===== src/rtl/cordic_pkg.sv =====
// Shared constants and helpers for the CORDIC sharing controller.
// Latency: n/a (compile-time only).
// Backpressure: n/a.
package cordic_pkg;

  // Pipeline depth of the shared rotator, aux-in to aux-out, in ce-cycles.
  localparam int unsigned CORDIC_LAT = 21;

  // Result buffer depth; ce drops when this many results are held.
  localparam int unsigned OBUF_DEPTH = 2;

  // Width of a channel index; never narrower than one bit.
  function automatic int unsigned ch_width(input int unsigned n);
    return (n < 2) ? 1 : $clog2(n);
  endfunction

endpackage


===== src/rtl/cordic_rr_arbiter.sv =====
// Rotating-priority arbiter: first requester at or after ptr wins.
// Latency: combinational.
// Backpressure: none here; the caller qualifies the grant with its own enable.
module cordic_rr_arbiter #(
  parameter int unsigned NCH = 4,
  parameter int unsigned CHW = 2
) (
  input  logic [NCH-1:0] req_i,
  input  logic [CHW-1:0] ptr_i,
  output logic [NCH-1:0] gnt_o,
  output logic [CHW-1:0] idx_o,
  output logic           vld_o
);

  // Scan NCH positions starting at ptr, wrapping once; first hit is granted.
  always_comb begin
    int c;
    gnt_o = '0;
    idx_o = '0;
    vld_o = 1'b0;
    c     = 0;
    for (int k = 0; k < int'(NCH); k++) begin
      c = int'(ptr_i) + k;
      if (c >= int'(NCH)) c = c - int'(NCH);
      if (!vld_o && req_i[c]) begin
        vld_o    = 1'b1;
        gnt_o[c] = 1'b1;
        idx_o    = CHW'(c);
      end
    end
  end

endmodule


===== src/rtl/cordic_share_ctrl.sv =====
// Shares one pipelined CORDIC among NCH requesters; tags travel in a matched delay line.
// Latency: request accepted in cycle t -> result valid LAT+1 cycles later, plus one per stall cycle.
// Backpressure: CORDIC ce is dropped when the 2-entry result buffer is full, freezing everything in flight.
module cordic_share_ctrl
  import cordic_pkg::*;
#(
  parameter  int unsigned NCH = 4,
  parameter  int unsigned IW  = 12,
  parameter  int unsigned OW  = 12,
  parameter  int unsigned PW  = 19,
  parameter  int unsigned LAT = CORDIC_LAT,
  localparam int unsigned CHW = ch_width(NCH)
) (
  input  logic              i_clk,
  input  logic              i_reset,
  input  logic [NCH-1:0]    i_req_valid,
  output logic [NCH-1:0]    o_req_ready,
  input  logic [NCH*IW-1:0] i_req_x,
  input  logic [NCH*IW-1:0] i_req_y,
  input  logic [NCH*PW-1:0] i_req_phase,
  output logic              o_cd_ce,
  output logic              o_cd_aux,
  output logic [IW-1:0]     o_cd_x,
  output logic [IW-1:0]     o_cd_y,
  output logic [PW-1:0]     o_cd_phase,
  input  logic              i_cd_aux,
  input  logic [OW-1:0]     i_cd_x,
  input  logic [OW-1:0]     i_cd_y,
  output logic              o_res_valid,
  input  logic              i_res_ready,
  output logic [CHW-1:0]    o_res_ch,
  output logic [OW-1:0]     o_res_x,
  output logic [OW-1:0]     o_res_y,
  output logic              o_busy
);

  localparam int unsigned IFW       = $clog2(LAT + 1);
  localparam logic [1:0]  OBUF_FULL = 2'(OBUF_DEPTH);

  typedef struct packed {
    logic [CHW-1:0] ch;
    logic [OW-1:0]  x;
    logic [OW-1:0]  y;
  } res_t;

  logic [CHW-1:0] ptr_q, ptr_d;
  logic [NCH-1:0] gnt;
  logic [CHW-1:0] gnt_idx;
  logic           gnt_vld;
  logic           issue;

  logic [CHW-1:0] tag_q [LAT];

  res_t           obuf_q [OBUF_DEPTH];
  logic           wr_ptr_q, rd_ptr_q;
  logic [1:0]     cnt_q, cnt_d;
  logic           push, pop;
  res_t           push_ent, head;

  logic [IFW-1:0] infl_q, infl_d;

  cordic_rr_arbiter #(
    .NCH (NCH),
    .CHW (CHW)
  ) u_arb (
    .req_i (i_req_valid),
    .ptr_i (ptr_q),
    .gnt_o (gnt),
    .idx_o (gnt_idx),
    .vld_o (gnt_vld)
  );

  // ce comes only from the registered buffer count, so ready never reaches ce combinationally.
  assign o_cd_ce     = (cnt_q < OBUF_FULL);
  assign issue       = gnt_vld & o_cd_ce & ~i_reset;
  assign o_req_ready = gnt & {NCH{issue}};
  assign o_cd_aux    = issue;

  // Steer the granted channel's operands to the rotator; zeros when idle.
  always_comb begin
    int unsigned sel;
    sel        = 32'(gnt_idx);
    o_cd_x     = '0;
    o_cd_y     = '0;
    o_cd_phase = '0;
    if (issue) begin
      o_cd_x     = i_req_x[sel*IW +: IW];
      o_cd_y     = i_req_y[sel*IW +: IW];
      o_cd_phase = i_req_phase[sel*PW +: PW];
    end
  end

  // After a grant the pointer moves just past the winner; otherwise it holds.
  always_comb begin
    ptr_d = ptr_q;
    if (issue) begin
      if (gnt_idx == CHW'(NCH - 1)) ptr_d = '0;
      else                          ptr_d = gnt_idx + CHW'(1);
    end
  end

  // Round-robin pointer register.
  always_ff @(posedge i_clk or posedge i_reset) begin
    if (i_reset) ptr_q <= '0;
    else         ptr_q <= ptr_d;
  end

  // Channel tags advance in lockstep with the rotator so the tail lines up with i_cd_aux.
  always_ff @(posedge i_clk or posedge i_reset) begin
    if (i_reset) begin
      for (int i = 0; i < int'(LAT); i++) tag_q[i] <= '0;
    end else if (o_cd_ce) begin
      tag_q[0] <= gnt_idx;
      for (int i = 1; i < int'(LAT); i++) tag_q[i] <= tag_q[i-1];
    end
  end

  // A held rotator output under ce=0 is the same result, so only ce-qualified aux pushes.
  assign push     = i_cd_aux & o_cd_ce;
  assign pop      = o_res_valid & i_res_ready;
  assign push_ent = '{ch: tag_q[LAT-1], x: i_cd_x, y: i_cd_y};
  assign head     = obuf_q[rd_ptr_q];

  // Buffer occupancy; push and pop together leave it unchanged.
  always_comb begin
    cnt_d = cnt_q;
    case ({push, pop})
      2'b10:   cnt_d = cnt_q + 2'd1;
      2'b01:   cnt_d = cnt_q - 2'd1;
      default: cnt_d = cnt_q;
    endcase
  end

  // Two-entry result buffer storage and pointers.
  always_ff @(posedge i_clk or posedge i_reset) begin
    if (i_reset) begin
      for (int i = 0; i < int'(OBUF_DEPTH); i++) obuf_q[i] <= '0;
      wr_ptr_q <= 1'b0;
      rd_ptr_q <= 1'b0;
      cnt_q    <= '0;
    end else begin
      if (push) begin
        obuf_q[wr_ptr_q] <= push_ent;
        wr_ptr_q         <= ~wr_ptr_q;
      end
      if (pop) rd_ptr_q <= ~rd_ptr_q;
      cnt_q <= cnt_d;
    end
  end

  assign o_res_valid = (cnt_q != 2'd0);
  assign o_res_ch    = o_res_valid ? head.ch : '0;
  assign o_res_x     = o_res_valid ? head.x  : '0;
  assign o_res_y     = o_res_valid ? head.y  : '0;

  // Requests inside the rotator: up on issue, down on push.
  always_comb begin
    infl_d = infl_q;
    case ({issue, push})
      2'b10:   infl_d = infl_q + IFW'(1);
      2'b01:   infl_d = infl_q - IFW'(1);
      default: infl_d = infl_q;
    endcase
  end

  // In-flight counter register.
  always_ff @(posedge i_clk or posedge i_reset) begin
    if (i_reset) infl_q <= '0;
    else         infl_q <= infl_d;
  end

  assign o_busy = (infl_q != '0) | (cnt_q != 2'd0);

endmodule


===== config.mk =====
export PLATFORM = sky130hd
export DESIGN_NAME = cordic_share_ctrl
export DESIGN_NICKNAME = d
export VERILOG_FILES = /design/src/rtl/cordic_pkg.sv /design/src/rtl/cordic_rr_arbiter.sv /design/src/rtl/cordic_share_ctrl.sv
export SDC_FILE = /design/constraint.sdc
export NUM_CORES = 1
export LEC_CHECK = 0
export BUFFER_PORTS_ARGS = -buffer_cell sky130_fd_sc_hd__buf_2
export CAP_MARGIN = 20
export CORE_MARGIN = 2
export CORE_UTILIZATION = 45
export DETAILED_ROUTE_END_ITERATION = 8
export PLACE_DENSITY = 0.77
export SLEW_MARGIN = 20
export SYNTH_ARGS = -nofsm -noshare
export SYNTH_HDL_FRONTEND = slang
export SYNTH_SLANG_ARGS = --single-unit

===== constraint.sdc =====
create_clock -name i_clk -period 4.7 [get_ports i_clk]
set_input_delay 0.235 -clock i_clk [delete_from_list [all_inputs] [get_ports i_clk]]
set_output_delay 0.235 -clock i_clk [all_outputs]
set_load 0.05 [all_outputs]

Word-level counts from Yosys, hierarchy flattened
Cells that the tools add are included.
W data, S select, Z words.
Operators by class
  bitwise gates (word level): 14
  eq/ne operators: 5
  add/sub/neg operators: 12
  magnitude comparators: 16
  shift-type cells: 3
  multiply operators: 2
  reductions and logical operators: 15
  mux-type cells: 51
Operators with widths (number)
  $ge A32 B1 Y1 const B: 4
  $lt A32 B4 Y1 const B: 4
  $mux W32: 4
  $mux W26: 4
  $ge A32 B4 Y1 const B: 3
  $shiftx A48 B7 Y12: 2
  $sub A32 B4 Y32 const B: 3
  $shiftx A76 B8 Y19: 1
  $bwmux W52: 1
  $mux W12: 4
  $demux W26 S1: 1
  $mux W19: 1
  $mux W1: 16
  $mux W4: 4
  $mux W2: 6
  $or A4 B4 Y4: 3
  $pmux W5 S2: 1
  $bmux W1 S2: 4
  $demux W1 S2: 4
  $logic_and A1 B1 Y1: 8
  $mul A2 B5 Y7 const B: 1
  $add A2 B2 Y3 const B: 2
  $eq A2 B2 Y1 const B: 3
  $reduce_bool A2 Y1: 3
  20 further kinds: 31
Word-level totals
  register bits after elaboration: 105
  word-level logic and storage cells: 150
  bits of input ports: 204
  output and inout bits: 77

Depth between registers and ports, before layout
Gate-level depths: netlist of run 1.
  depth in word-level cells: 19
  mapped depth: 13
  gate-level depth less buffers: 12

By module
From an unflattened synthesis of run 1, not the netlist that was laid out.
Unflattened totals
  cell total of the unflattened synthesis: 479
  area total of the unflattened synthesis: 6532.5 um^2
By module, submodules not included
  cordic_share_ctrl: area an instance 6072.1 um^2, seq. area each 2627.5 um^2, instances 1, cells each 431
  cordic_rr_arbiter: area an instance 460.4 um^2, seq. area each 0.0 um^2, instances 1, cells each 48

Least setup slack after synthesis of run 1
No wires, ideal clock.
  kind: input -> output
  from: input i_reset
  to: output o_cd_phase[0]
  cell stages on the path: 7
  required time: 4465 ps
  data arrival time: 4897 ps
  setup slack: -432 ps
  path through: inv_1 > nand3_1 > inv_1 > nand2b_1 > buf_1 > clkbuf_1 > o22ai_1
Between the ends
  longest elaborated chain between the ends: 3
RTL lines
  start: declaration: RTL line cordic_share_ctrl.sv:15  | input logic i_reset,
  $not A1 Y1: RTL line cordic_share_ctrl.sv:75  | assign issue = gnt_vld & o_cd_ce & ~i_reset;
  $and A1 B1 Y1: RTL line cordic_share_ctrl.sv:75
  net o_cd_aux: RTL line cordic_share_ctrl.sv:22  | output logic o_cd_aux,
  $mux W19: RTL line cordic_share_ctrl.sv:86  | if (issue) begin
  end: declaration: RTL line cordic_share_ctrl.sv:25  | output logic [PW-1:0] o_cd_phase,
The timed path passes the listed nets, and every way through them passes these cells.

==> impl_metrics.csv, run 1 <==
group,metric,value,unit
outcome,status,"finished clean",
detailed_routing,drtIter0Drc,278,
critical_path,critPathCaptureType,"primary output",
global_routing,grt_pass1_vias,5151,
cts,cts_root_buffer,"clkbuf_16",
timing,tns,0,ns
layout,final_common_cell,"buf_2",
critical_path,cp-start-kind,"flop",
pwr,peakVddDrop,0.4402,mV
layout,layout_common_cells,"280 x buf_2, 115 x mux2i_1, 105 x dfrtp_1",
run,max_cap_viol_count,0,
pwr,power.density,828.2,nW/um^2
placement,numPortBuffers,280,
cts,clock-sinks,105,
detailed_routing,wl_per_cell,16.73,um
cts,post_cts_buffers,0,
cts,cts_made_buffers,9,
floorplanning,initial_utilization,45.98,%
cts,cts_tree,"yes",
detailed_routing,drc,0,
floorplanning,die_w,120.1,um
layout,drive_above_1_share,52.10,%
cts,cts_hold_buffers,0,
cts,clkTransAtPathRegs,0.07,ns
detailed_routing,wl,16.11,mm
synthesis,ys_types,37,
detailed_routing,top_layer_used,"met4",
timing,worst_pin_slew,0.7903,ns
critical_path,cp.arrival,4.13,ns
detailed_routing,route.met2.wl,7.837,mm
detailed_routing,vias,5134,
floorplanning,fp.dieH,120.1,um
timing,fin_ws,0.3395,ns
timing,relSlewSlack,47.31,%
critical_path,max_stage_delay,0.60,ns
critical_path,crit_required,4.47,ns
layout,fin_cells,963,
detailed_routing,vias_per_cell,5.331,
pwr,power,6562,uW
timing,clock-skew-final,0.005312,ns
synthesis,syn-num-nets,730,
cts,cts_htree_levels,3,
floorplanning,ios,281,
placement,dp_slack,0.7119,ns
cts,cts_resized,0,
timing,slew_viol_final,0,
timing,fin_crit_sh,92.78,%
timing,fmax,229.3,MHz
floorplanning,core,13190,sq um
timing,setup_viol,0,
detailed_routing,wl_met3,1.121,mm
worst_hold_path,hold_class,"input port to asynchronous set/reset pin",
layout,area_growth,30.66,%
timing,rsz0062_at_grt,"no",
critical_path,critical_path_class,"flop to primary output",
synthesis,avgSynthCellArea,11.73,sq um
detailed_routing,postRouteAntennaNets,0,
critical_path,cp_slowest_cell,"mux4_2",
global_routing,grt_pass1_wl,25.05,mm
cts,clockBufferDepth,2,
placement,dp_hpwl,12.39,mm
detailed_routing,dr.pass1.iters,5,
layout,fin_nets,995,
critical_path,path_max_fanout,43,
timing,fin_crit,4.360,ns
global_routing,overflow,0,
timing,hold_viol,0,
layout,diodes,0,
placement,globalplace.congestion,0.8589,
placement,dp_cells,947,
global_routing,grt_max_degree,67,
global_routing,track_usage,21.63,%
critical_path,path_cells,"inv_1, ha_1, mux4_2, nor2b_4, nor2_2, mux2i_4, buf_12, mux2i_1, o22ai_1, buf_2",
synthesis,syn_inst,517,
detailed_routing,drt-met1-wl,6.979,mm
cts,worstSkewPairLatency,0.33,ns
layout,fill_cells,1069,
pwr,p_leak,0.004114,uW
floorplanning,die_area,14420,sq um
synthesis,yosys_warnings,0,
global_routing,antenna_found_initial,0,
synthesis,synth_seq_area_share,43.33,%
floorplanning,num_rows,42,
synthesis,ys_ff_latch,105,
synthesis,syn-cell-area,6065,sq um
## cells by family (layout without fill, tap and decap cells)
family / after synthesis / count (layout) / share of synthesized area, %
muxes: 212 / 212 / 37.34
DFF: 105 / 105 / 43.33
AOI/OAI and AO/OA: 68 / 68 / 7.407
and+or+nand+nor: 65 / 65 / 4.539
buffers and inverters: 45 / 315 / 3.652
xor gates and xnor gates: 13 / 13 / 1.877
adders and majority gates: 9 / 9 / 1.857
## area by class of cell
| type | count | area [sq um] | area share, % |
|---|---|---|---|
| Multi-Input combinational cell | 367 | 3236 | 40.83 |
| Sequential cell | 105 | 2628 | 33.16 |
| Timing Repair Buffer | 290 | 1501 | 18.95 |
| Clock buffer | 9 | 225.2 | 2.842 |
| Tap cell | 176 | 220.2 | 2.779 |
| Clock inverter | 7 | 76.32 | 0.9632 |
| Inverter | 9 | 37.54 | 0.4737 |
## registers in the layout, indices dropped and copies added, names as in the netlist, named ones only
signal and count:
tag_q 40, ptr_q 1, cnt_q 2, push_ent 2
wr_ptr_q 1, rd_ptr_q 1, obuf_q 52, infl_q 5
## critical path, delay by kind of cell (launching register included)
kind | cells | cell delay (ns)
flops | 1 | 0.58
mux | 3 | 1.53
simple gates | 2 | 0.27
fa+ha+maj | 1 | 0.42
buf+inv | 3 | 0.80
compound gates | 1 | 0.14
## path summary, 6_finish.rpt
check,slack [ns],start,depth (start not counted),to
min in group i_clk,0.14,i_cd_y[7],2,obuf_q[7]
worst min register to register,0.48,tag_q[41],2,tag_q[41]
worst max-delay path,0.34,flop,10,o_cd_y[2]
max in group asynchronous,3.46,i_reset,4,tag_q[14]
worst max register to register,1.66,flop,7,ptr_q[1]
worst min-delay path,0.07,i_reset,3,asynchronous set/reset pin
## where the power goes
part           internal [uW]  switching, uW
Clock                    419            331
Combinational           1600           2590
Sequential              1370            260
Total                   3380           3180
## routing by layer
layer  track usage, %  vias up
met5                0        -
li1                 -     2422
met2            35.87      201
met1            29.72     2497
met3            3.897       14
met4            4.632        0
## stage by stage
| step | instance area [sq um] | utilization, % | hold slack (ns) |
|---|---|---|---|
| after CTS | 7924 | 60.07 | 0.07073 |
| after detailed placement | 7622 | 57.79 | 0.4378 |
| after floorplan | 6068 | - | 0.3856 |
| after global placement | 7620 | 57.77 | 0.4230 |
| after global routing | 7924 | 60.07 | 0.09748 |
| final | 7924 | 60.07 | 0.06531 |
## cells in the mapped netlist (all sizes together)
master | instances | area share, %
mux2i | 116 | 19
dfrtp | 105 | 43
mux2 | 94 | 17
o22ai | 44 | 4.5
nor2 | 43 | 2.7
clkbuf | 20 | 1.2
buf | 16 | 1.9
nand2 | 11 | 0.68
ha | 9 | 1.9
inv | 9 | 0.56
xor2 | 8 | 1.2
a22oi | 5 | 0.62
xnor2 | 5 | 0.72
a21oi | 4 | 0.33
a221oi | 4 | 0.58
nand2b | 3 | 0.31
nor3 | 3 | 0.25
mux4 | 2 | 0.74
nand3 | 2 | 0.17
nor2b | 2 | 0.33
o21ai | 2 | 0.17
a21boi | 1 | 0.12
a21o | 1 | 0.12
a22o | 1 | 0.14
a31oi | 1 | 0.10
o21a | 1 | 0.12
o21bai | 1 | 0.12
o221ai | 1 | 0.14
o22a | 1 | 0.14
o32ai | 1 | 0.14
or3 | 1 | 0.10
No activity file was read; power rests on OpenSTA's default activity.
==> run 2, diff against run 1 <==
- REMOVE_ABC_BUFFERS: default -> 1
- SETUP_SLACK_MARGIN: default -> 0.05
==> run 2 against run 1 <==
Against the previous run: via count is 1.4% lower; register-to-register slack got worse by 0.18 ns; clock skew hardly changed; clock power is 2% lower; core utilization shrank 0.13 points; combinational power is essentially flat; critical endpoint is now o_cd_y[5].
==> impl_metrics.csv, run 2 (synthesis results as in run 1) <==
group,metric,value,unit
critical_path,crit_required,4.47,ns
layout,drive_above_1_share,51.65,%
global_routing,grt_max_degree,92,
layout,final_cell_area,7906,sq um
placement,dp_cells,945,
cts,cts_hold_buffers,1,
cts,post_cts_buffers,0,
detailed_routing,vias_per_cell,5.264,
cts,cts_made_buffers,9,
layout,layout_common_cells,"280 x buf_2, 115 x mux2i_1, 105 x dfrtp_1",
critical_path,cp.arrival,4.07,ns
timing,slew_viol_final,0,
cts,cts_resized,0,
layout,fin_cells,962,
timing,hold_viol,0,
detailed_routing,dr.pass1.iters,6,
layout,top_regs,"obuf_q x52, tag_q x40, infl_q x5",
timing,fin_crit,4.305,ns
critical_path,path_max_fanout,89,
placement,post_dp_cell_area,7596,sq um
detailed_routing,wl_per_cell,16.71,um
critical_path,path_cells,"inv_1, ha_1, mux4_2, nor2b_4, nor2_2, mux2i_4, buf_12, mux2i_1, o22ai_1, buf_2",
critical_path,reg2reg_slack,1.48,ns
timing,relSlewSlack,47.40,%
detailed_routing,wl,16.07,mm
worst_hold_path,hold_depth,2,
layout,finalCoreUtilization,59.94,%
pwr,power.density,825.7,nW/um^2
timing,fin_hold_ws,0.1424,ns
layout,final_common_cell,"buf_2",
floorplanning,die_area,14420,sq um
layout,diodes,0,
critical_path,cp-start-kind,"flop",
critical_path,cp_slowest_cell,"mux4_2",
global_routing,track_usage,22.00,%
floorplanning,num_rows,42,
detailed_routing,drtIter0Drc,291,
critical_path,max_stage_delay,0.62,ns
global_routing,overflow,0,
layout,area_growth,30.37,%
global_routing,grt_pass1_vias,5131,
timing,clock-skew-final,0.005686,ns
critical_path,crit_buf_inv,3,
layout,largest_register,"obuf_q",
timing,worst_pin_slew,0.7890,ns
cts,clockBufferDepth,2,
detailed_routing,postRouteAntennaNets,0,
timing,fmax,232.3,MHz
cts,clkTransAtPathRegs,0.07,ns
outcome,status,"finished clean",
placement,dp_hpwl,12.14,mm
pwr,p_leak,0.004111,uW
timing,rsz0062_at_grt,"no",
timing,fin_crit_sh,91.60,%
run,max_cap_viol_count,0,
floorplanning,core,13190,sq um
floorplanning,fp.dieH,120.1,um
global_routing,grt_pass1_wl,25.45,mm
cts,clock-sinks,105,
floorplanning,initial_utilization,45.98,%
critical_path,critPathCaptureType,"primary output",
worst_hold_path,hold_class,"input port to flop",
global_routing,antenna_found_initial,1,
placement,globalplace.congestion,0.9369,
timing,setup_viol,0,
cts,cts_tree,"yes",
layout,fin_nets,994,
critical_path,critical_path_class,"flop to primary output",
pwr,peakVddDrop,0.5020,mV
floorplanning,die_w,120.1,um
floorplanning,ios,281,
critical_path,crit_cells,10,
pwr,power,6528,uW
cts,cts_htree_levels,3,
critical_path,reg2regPathDepth,8,
detailed_routing,drc,0,
placement,numPortBuffers,280,
detailed_routing,vias,5064,
critical_path,cp_top_family,"multiplexers",
cts,cts_root_buffer,"clkbuf_16",
cts,worstSkewPairLatency,0.34,ns
layout,largest_register_ffs,52,
## run 2: layout make-up
| class | count | area [sq um] |
|---|---|---|
| fill | 1090 | 5284 |
| multi-input combinational | 367 | 3238 |
| sequential | 105 | 2628 |
| timing repair buffer | 289 | 1488 |
| clock buffer | 11 | 242.7 |
| tap | 176 | 220.2 |
| clock inverter | 5 | 53.80 |
| inverter | 9 | 36.28 |
## run 2: power by group
group          internal [uW]  leakage, uW  switching, uW
sequential              1370      0.00127            259
clock                    427     0.000150            310
combinational           1580      0.00270           2590
total                   3370      0.00411           3160
## run 2: through the flow
stage	setup slack [ns]	setup TNS (ns)
5_1_grt	0.2448	0
2_1_floorplan	-4.975	-222.77
6_report	0.3949	0
3_5_place_dp	0.9178	0
4_1_cts	0.4524	0
3_3_place_gp	1.072	0
## run 2: metal layers
metal	global-route usage, %	vias to the layer above	share of wire (%)
met5	0	-	0.081
met4	6.103	2	1.1
met3	3.232	15	5.6
met2	37.75	182	50
met1	29.02	2439	43
li1	-	2426	-
## run 2: worst paths after layout
| path | end | startpoint |
|---|---|---|
| min in group asynchronous | tag_q[32] | i_reset |
| worst min register to register | infl_q[4] | infl_q[4] |
| worst max register to register | ptr_q[1] | flop |
| max in group asynchronous | obuf_q[42] | i_reset |
| worst max-delay path | o_cd_y[5] | flop |
| worst min-delay path | obuf_q[3] | i_cd_y[3] |
